**src/rtl/pipelined_cla_adder.sv**
```systemverilog
// Purpose: pipelined two-level carry-lookahead adder/subtractor built from 4-bit groups.
// Latency: 3 register stages; an operand accepted on edge N is presented after edge N+2.
// Backpressure: a held output (out_valid & ~out_ready) freezes every stage and drops in_ready.
//
// Ports:
//   clk, rst              : rising-edge clock, synchronous active-high reset
//   in_valid / in_ready   : operand handshake (a, b, c_in, sub)
//   a, b                  : WIDTH-bit operands
//   c_in                  : carry in, ignored for subtraction
//   sub                   : 0 = a+b+c_in, 1 = a-b (a + ~b + 1)
//   out_valid / out_ready : result handshake
//   sum                   : WIDTH-bit result, modulo 2^WIDTH
//   c_out                 : carry out of the MSB (1 = no borrow when subtracting)
//   overflow              : signed overflow, carry into MSB xor c_out
//   zero                  : sum == 0
//   P, G                  : whole-adder propagate / generate
module pipelined_cla_adder #(
  parameter int WIDTH = 16
) (
  input  logic             clk,
  input  logic             rst,
  input  logic             in_valid,
  output logic             in_ready,
  input  logic [WIDTH-1:0] a,
  input  logic [WIDTH-1:0] b,
  input  logic             c_in,
  input  logic             sub,
  output logic             out_valid,
  input  logic             out_ready,
  output logic [WIDTH-1:0] sum,
  output logic             c_out,
  output logic             overflow,
  output logic             zero,
  output logic             P,
  output logic             G
);

  localparam int NGROUPS = WIDTH / 4;

  // Stage 1: per-bit and per-group propagate/generate plus the effective carry in.
  typedef struct packed {
    logic [WIDTH-1:0]   p;
    logic [WIDTH-1:0]   g;
    logic [NGROUPS-1:0] pg;
    logic [NGROUPS-1:0] gg;
    logic               cin;
  } s1_t;

  // Stage 2: every bit's carry-in is resolved; c[WIDTH-1] is the carry into the MSB.
  typedef struct packed {
    logic [WIDTH-1:0] p;
    logic [WIDTH-1:0] c;
    logic             c_out;
    logic             grp_p;
    logic             grp_g;
  } s2_t;

  // Stage 3: final registered result and flags.
  typedef struct packed {
    logic [WIDTH-1:0] sum;
    logic             c_out;
    logic             overflow;
    logic             zero;
    logic             grp_p;
    logic             grp_g;
  } s3_t;

  s1_t s1_new, s1_d, s1_q;
  s2_t s2_new, s2_d, s2_q;
  s3_t s3_new, s3_d, s3_q;

  logic s1_vld_d, s1_vld_q;
  logic s2_vld_d, s2_vld_q;
  logic s3_vld_d, s3_vld_q;

  logic             stall;
  logic             accept;
  logic [WIDTH-1:0] b_eff;
  logic [NGROUPS:0] grp_c;

  // ------------------------------------------------------------------
  // Handshake
  // ------------------------------------------------------------------
  assign stall    = s3_vld_q & ~out_ready;
  assign in_ready = ~stall;
  assign accept   = in_valid & ~stall;

  // ------------------------------------------------------------------
  // Stage 1 logic: operand conditioning and group P/G
  // ------------------------------------------------------------------
  always_comb begin : stage1_comb
    b_eff      = sub ? ~b : b;
    s1_new     = '0;
    s1_new.cin = sub ? 1'b1 : c_in;
    s1_new.p   = a ^ b_eff;
    s1_new.g   = a & b_eff;
    for (int k = 0; k < NGROUPS; k++) begin
      s1_new.pg[k] = &s1_new.p[4*k +: 4];
      s1_new.gg[k] = s1_new.g[4*k+3]
                   | (s1_new.p[4*k+3] & s1_new.g[4*k+2])
                   | (s1_new.p[4*k+3] & s1_new.p[4*k+2] & s1_new.g[4*k+1])
                   | (s1_new.p[4*k+3] & s1_new.p[4*k+2] & s1_new.p[4*k+1] & s1_new.g[4*k]);
    end
  end

  // ------------------------------------------------------------------
  // Stage 2 logic: second-level lookahead and intra-group carries
  // ------------------------------------------------------------------
  always_comb begin : stage2_comb
    logic acc;
    logic prod;
    s2_new   = '0;
    grp_c    = '0;
    acc      = 1'b0;
    prod     = 1'b1;
    grp_c[0] = s1_q.cin;
    // Each group carry is an independent sum of products over the lower
    // groups' Gg/Pg and the carry in; the inner loop only enumerates the
    // product terms, it does not chain one group carry into the next.
    for (int k = 0; k < NGROUPS; k++) begin
      acc  = 1'b0;
      prod = 1'b1;
      for (int j = k; j >= 0; j--) begin
        acc  = acc | (prod & s1_q.gg[j]);
        prod = prod & s1_q.pg[j];
      end
      grp_c[k+1] = acc | (prod & s1_q.cin);
    end
    // After the last iteration acc is the top group's lookahead without
    // the carry-in term: the whole-adder generate.
    s2_new.grp_g = acc;
    s2_new.grp_p = &s1_q.pg;
    s2_new.c_out = grp_c[NGROUPS];
    s2_new.p     = s1_q.p;

    for (int k = 0; k < NGROUPS; k++) begin
      s2_new.c[4*k]   = grp_c[k];
      s2_new.c[4*k+1] = s1_q.g[4*k]
                      | (s1_q.p[4*k] & grp_c[k]);
      s2_new.c[4*k+2] = s1_q.g[4*k+1]
                      | (s1_q.p[4*k+1] & s1_q.g[4*k])
                      | (s1_q.p[4*k+1] & s1_q.p[4*k] & grp_c[k]);
      s2_new.c[4*k+3] = s1_q.g[4*k+2]
                      | (s1_q.p[4*k+2] & s1_q.g[4*k+1])
                      | (s1_q.p[4*k+2] & s1_q.p[4*k+1] & s1_q.g[4*k])
                      | (s1_q.p[4*k+2] & s1_q.p[4*k+1] & s1_q.p[4*k] & grp_c[k]);
    end
  end

  // ------------------------------------------------------------------
  // Stage 3 logic: sum and flags, all from the same operation's stage-2 state
  // ------------------------------------------------------------------
  always_comb begin : stage3_comb
    s3_new          = '0;
    s3_new.sum      = s2_q.p ^ s2_q.c;
    s3_new.c_out    = s2_q.c_out;
    s3_new.overflow = s2_q.c[WIDTH-1] ^ s2_q.c_out;
    s3_new.zero     = ~|(s2_q.p ^ s2_q.c);
    s3_new.grp_p    = s2_q.grp_p;
    s3_new.grp_g    = s2_q.grp_g;
  end

  // ------------------------------------------------------------------
  // Next-state: valid bits shift unless stalled; data registers load only
  // when a real operation moves in, so the output holds its last result
  // through bubbles and stalls.
  // ------------------------------------------------------------------
  always_comb begin : next_state_comb
    s1_vld_d = s1_vld_q;
    s2_vld_d = s2_vld_q;
    s3_vld_d = s3_vld_q;
    s1_d     = s1_q;
    s2_d     = s2_q;
    s3_d     = s3_q;
    if (!stall) begin
      s1_vld_d = accept;
      s2_vld_d = s1_vld_q;
      s3_vld_d = s2_vld_q;
      if (accept) begin
        s1_d = s1_new;
      end
      if (s1_vld_q) begin
        s2_d = s2_new;
      end
      if (s2_vld_q) begin
        s3_d = s3_new;
      end
    end
  end

  always_ff @(posedge clk) begin
    if (rst) begin
      s1_vld_q <= 1'b0;
      s2_vld_q <= 1'b0;
      s3_vld_q <= 1'b0;
      s1_q     <= '0;
      s2_q     <= '0;
      s3_q     <= '0;
    end else begin
      s1_vld_q <= s1_vld_d;
      s2_vld_q <= s2_vld_d;
      s3_vld_q <= s3_vld_d;
      s1_q     <= s1_d;
      s2_q     <= s2_d;
      s3_q     <= s3_d;
    end
  end

  // ------------------------------------------------------------------
  // Outputs
  // ------------------------------------------------------------------
  assign out_valid = s3_vld_q;
  assign sum       = s3_q.sum;
  assign c_out     = s3_q.c_out;
  assign overflow  = s3_q.overflow;
  assign zero      = s3_q.zero;
  assign P         = s3_q.grp_p;
  assign G         = s3_q.grp_g;

endmodule

```
**config.mk**
```make
export PLATFORM = sky130hd
export DESIGN_NAME = pipelined_cla_adder
export DESIGN_NICKNAME = d
export VERILOG_FILES = /design/src/rtl/pipelined_cla_adder.sv
export SDC_FILE = /design/constraint.sdc
export NUM_CORES = 1
export LEC_CHECK = 0
export ABC_AREA = 1
export CORE_MARGIN = 2
export CORE_UTILIZATION = 35
export DETAILED_ROUTE_END_ITERATION = 8
export GPL_ROUTABILITY_DRIVEN = 0
export GPL_TIMING_DRIVEN = 0
export PLACE_DENSITY = 0.64
export SLEW_MARGIN = 40
export SYNTH_ARGS = -nofsm -noshare
export SYNTH_HDL_FRONTEND = slang
export SYNTH_SLANG_ARGS = --single-unit
export TNS_END_PERCENT = 30
```
**constraint.sdc**
```tcl
create_clock -name clk -period 3.05 [get_ports clk]
set_clock_uncertainty 0.15 [all_clocks]
set_input_delay 0.61 -clock clk [delete_from_list [all_inputs] [get_ports clk]]
set_output_delay 0.61 -clock clk [all_outputs]
set_load 0.05 [all_outputs]
```
==> reports/metrics.csv <==
stage,metric,value,unit
global_routing,grtUsageMet3,2.71,%
floorplanning,core_area,11900,sq um
critical_path,cp_top_family,buffers and inverters,
clocking,clk_pin_slew,60,ps
critical_path,worstSetupPathType,primary input to output pin,
critical_path,worst_setup_path_start_kind,primary input,
global_routing,grt_overflow,0,
power_and_ir_drop,max-vdd-ir-drop,0.228,mV
clocking,cts_hold_buf,0,
timing,finalCritPeriodShare,93.0,%
critical_path,required,2290,ps
power_and_ir_drop,p_per_area,574,nW/um^2
timing,fmax,352,MHz
timing,slew_headroom,59.2,%
floorplanning,die-height,114,microns
critical_path,crit_chain,clkdlybuf4s50_1 -> inv_2 -> nand2_4 -> clkdlybuf4s50_1,
layout,fin_nets,655,
clocking,tritoncts,built,
global_routing,grt_max_degree,16,
yosys,synth_seq_area_share,45.6,%
yosys,synth_edf_count,0,
floorplanning,ios,61,
route,vias,3704,
yosys,synth_area_leader_cell,dfxtp_1,
layout,drive_gt1_share,7.92,%
critical_path,cp_data_arrival_time,2080,ps
route,routed_via_density,4.92,
run,drv_cap,0,
route,drc,0,
yosys,synth_seq_cells,96,
clocking,cts_max_path_buffers,2,
clocking,insertion_delay,340,ps
global_routing,top_usage_layer,met2,
timing,worst_pin_slew,612,ps
yosys,avgSynthCellArea,7.92,sq um
min_path,worstHoldPathType,flip-flop to flip-flop,
critical_path,critPathCaptureType,output pin,
yosys,synthCells,532,
clocking,ctsHtreeMaxLevel,3,
yosys,syn_nets,586,
run_status,status,"complete, no violations",
timing,min_period,2840,ps
global_routing,grt_use_total,17.9,%
power_and_ir_drop,power_leakage,0.00210,uW
global_routing,grt_util_met1,23.4,%
yosys,yosysMostFrequentCell,dfxtp_1,
route,wirelength,11100,microns
route,first_pass_iters,4,
global_routing,grt_first_pass_wirelength,18100,microns
floorplanning,initial_utilization,35.5,%
placed_design,dp_hpwl,8550,microns
yosys,ys_top_cells_by_count,"dfxtp_1, nand2_1, o21ai_0",
critical_path,path_buf_inv,3,
yosys,synth.distinct_cells,28,
timing,setup_violations,0,
layout,n_antenna_cell,0,
critical_path,critical_path.max_stage_delay,830,ps
route,drt_iter0_markers,258,
timing,rsz0062_at_grt,no,
yosys,yosys.area.top_type_share,45.6,%
global_routing,grtUsageMet2,29.6,%
clocking,cts_made_buffers,9,
clocking,cts_setup_buffers,0,
layout,fillers,1176,
layout,post-route-util,44.5,%
clocking,clkSinkCount,96,
critical_path,crit_top_cell,clkdlybuf4s50_1,
yosys,synth.area.top_cells,"dfxtp_1, o21ai_0, a21oi_1",
timing,hold_viol,0,
yosys,yosysWarnings,0,
timing,fin_tns_setup,0,ps
floorplanning,die_area,12900,sq um
yosys,netlist_area,4210,sq um
yosys,ys_async_sr_fraction,0,%
route,final_antenna_net_count,0,
critical_path,critPathSlowestCell,clkdlybuf4s50_1,
floorplanning,fp.dieW,114,microns
global_routing,grt_pass1_vias,3564,
clocking,postCtsResizedCells,0,
clocking,ctsRootBufferMaster,clkbuf_16,
layout,syn2layout_area_growth,25.3,%
route,wl_per_cell,14.7,microns
floorplanning,core.rowCount,40,
critical_path,worstPathMaxFanout,6,
yosys,ys_dominant_reg_cell,dfxtp_1,
global_routing,antenna_found_initial,0,
placed_design,io_buffer_count,58,
timing,slew_violations,0,
## through the flow
step	setup WS (ps)	std cells	power (uW)	cell area (sq um)	hold WS (ps)
2_1_floorplan	1050	532	1740	4210	273
3_3_place_gp	220	737	1910	4980	293
3_5_place_dp	212	737	1930	4980	295
4_1_cts	216	753	3040	5280	306
5_1_grt	180	753	3160	5280	323
6_report	213	753	3030	5280	306
## cells in the final DEF (no fill, tap or decap), types with 9 or more instances in the layout
master	netlist	final
nand2_1	80	80
inv_1	36	36
a31oi_1	13	13
xor2_1	16	16
dfxtp_1	96	96
xnor2_1	9	9
clkbuf_1	8	10
a21oi_1	68	68
nor2_1	55	55
nand3_1	11	11
ha_1	16	16
clkdlybuf4s50_1	0	58
o21ai_0	73	73
clkbuf_16	0	9
buf_2	10	10
## cell type report
cell class / instances / area (sq um) / share of cell area, %
clock buffers: 12 / 246 / 4.67
clock inverters: 4 / 53.8 / 1.02
inverters: 41 / 159 / 3.01
multi-input cells: 366 / 1950 / 37.0
flip-flops and latches: 96 / 1920 / 36.4
well taps: 147 / 184 / 3.49
plain buffers: 29 / 181 / 3.44
repair buffers: 58 / 581 / 11.0
## flip-flops by register name, summed over array words and instances (netlist names)
signal     count
G              1
zero           1
c_out          1
out_valid      1
overflow       1
s2_q          35
P              1
s2_vld_q       1
grp_c          1
s1_vld_q       1
sum           16
s1_q          36
## worst paths after layout
path / start / cells after the start / slack [ps] / end
max: out_ready / 4 / 210 / in_ready
min: s1_q[9] / 2 / 310 / s1_q[9]
max reg2reg: out_valid / 6 / 1670 / sum[15]
min reg2reg: s1_q[9] / 2 / 310 / s1_q[9]
## logic make-up after synthesis
family                     count (synthesis)  synth area share [%]
DFF                                       96                  45.6
adders and majority gates                 16                  4.75
buffers and inverters                     70                  8.08
and+or+nand+nor                          161                  16.1
AOI/OAI and AO/OA                        164                  20.2
xor gates and xnor gates                  25                  5.20
## routing by layer
metal  vias to the layer above  part of all wire (%)
met2                       127                    46
met3                        21                   5.9
met5                         -                     0
met4                         0                   2.4
li1                       1909                     -
met1                      1647                    46
## power breakdown
group / switching [uW] / internal (uW) / leakage (uW)
clock: 470 / 660 / 0.000139
combinational: 308 / 203 / 0.00118
sequential: 54.2 / 1340 / 0.000789
total: 832 / 2200 / 0.00210
## worst min-delay path: stages, from the launching register on
cell and delay [ps]:
dfxtp_1 300, inv_1 60, a21oi_1 50
No activity file was read; power rests on OpenSTA's default activity.
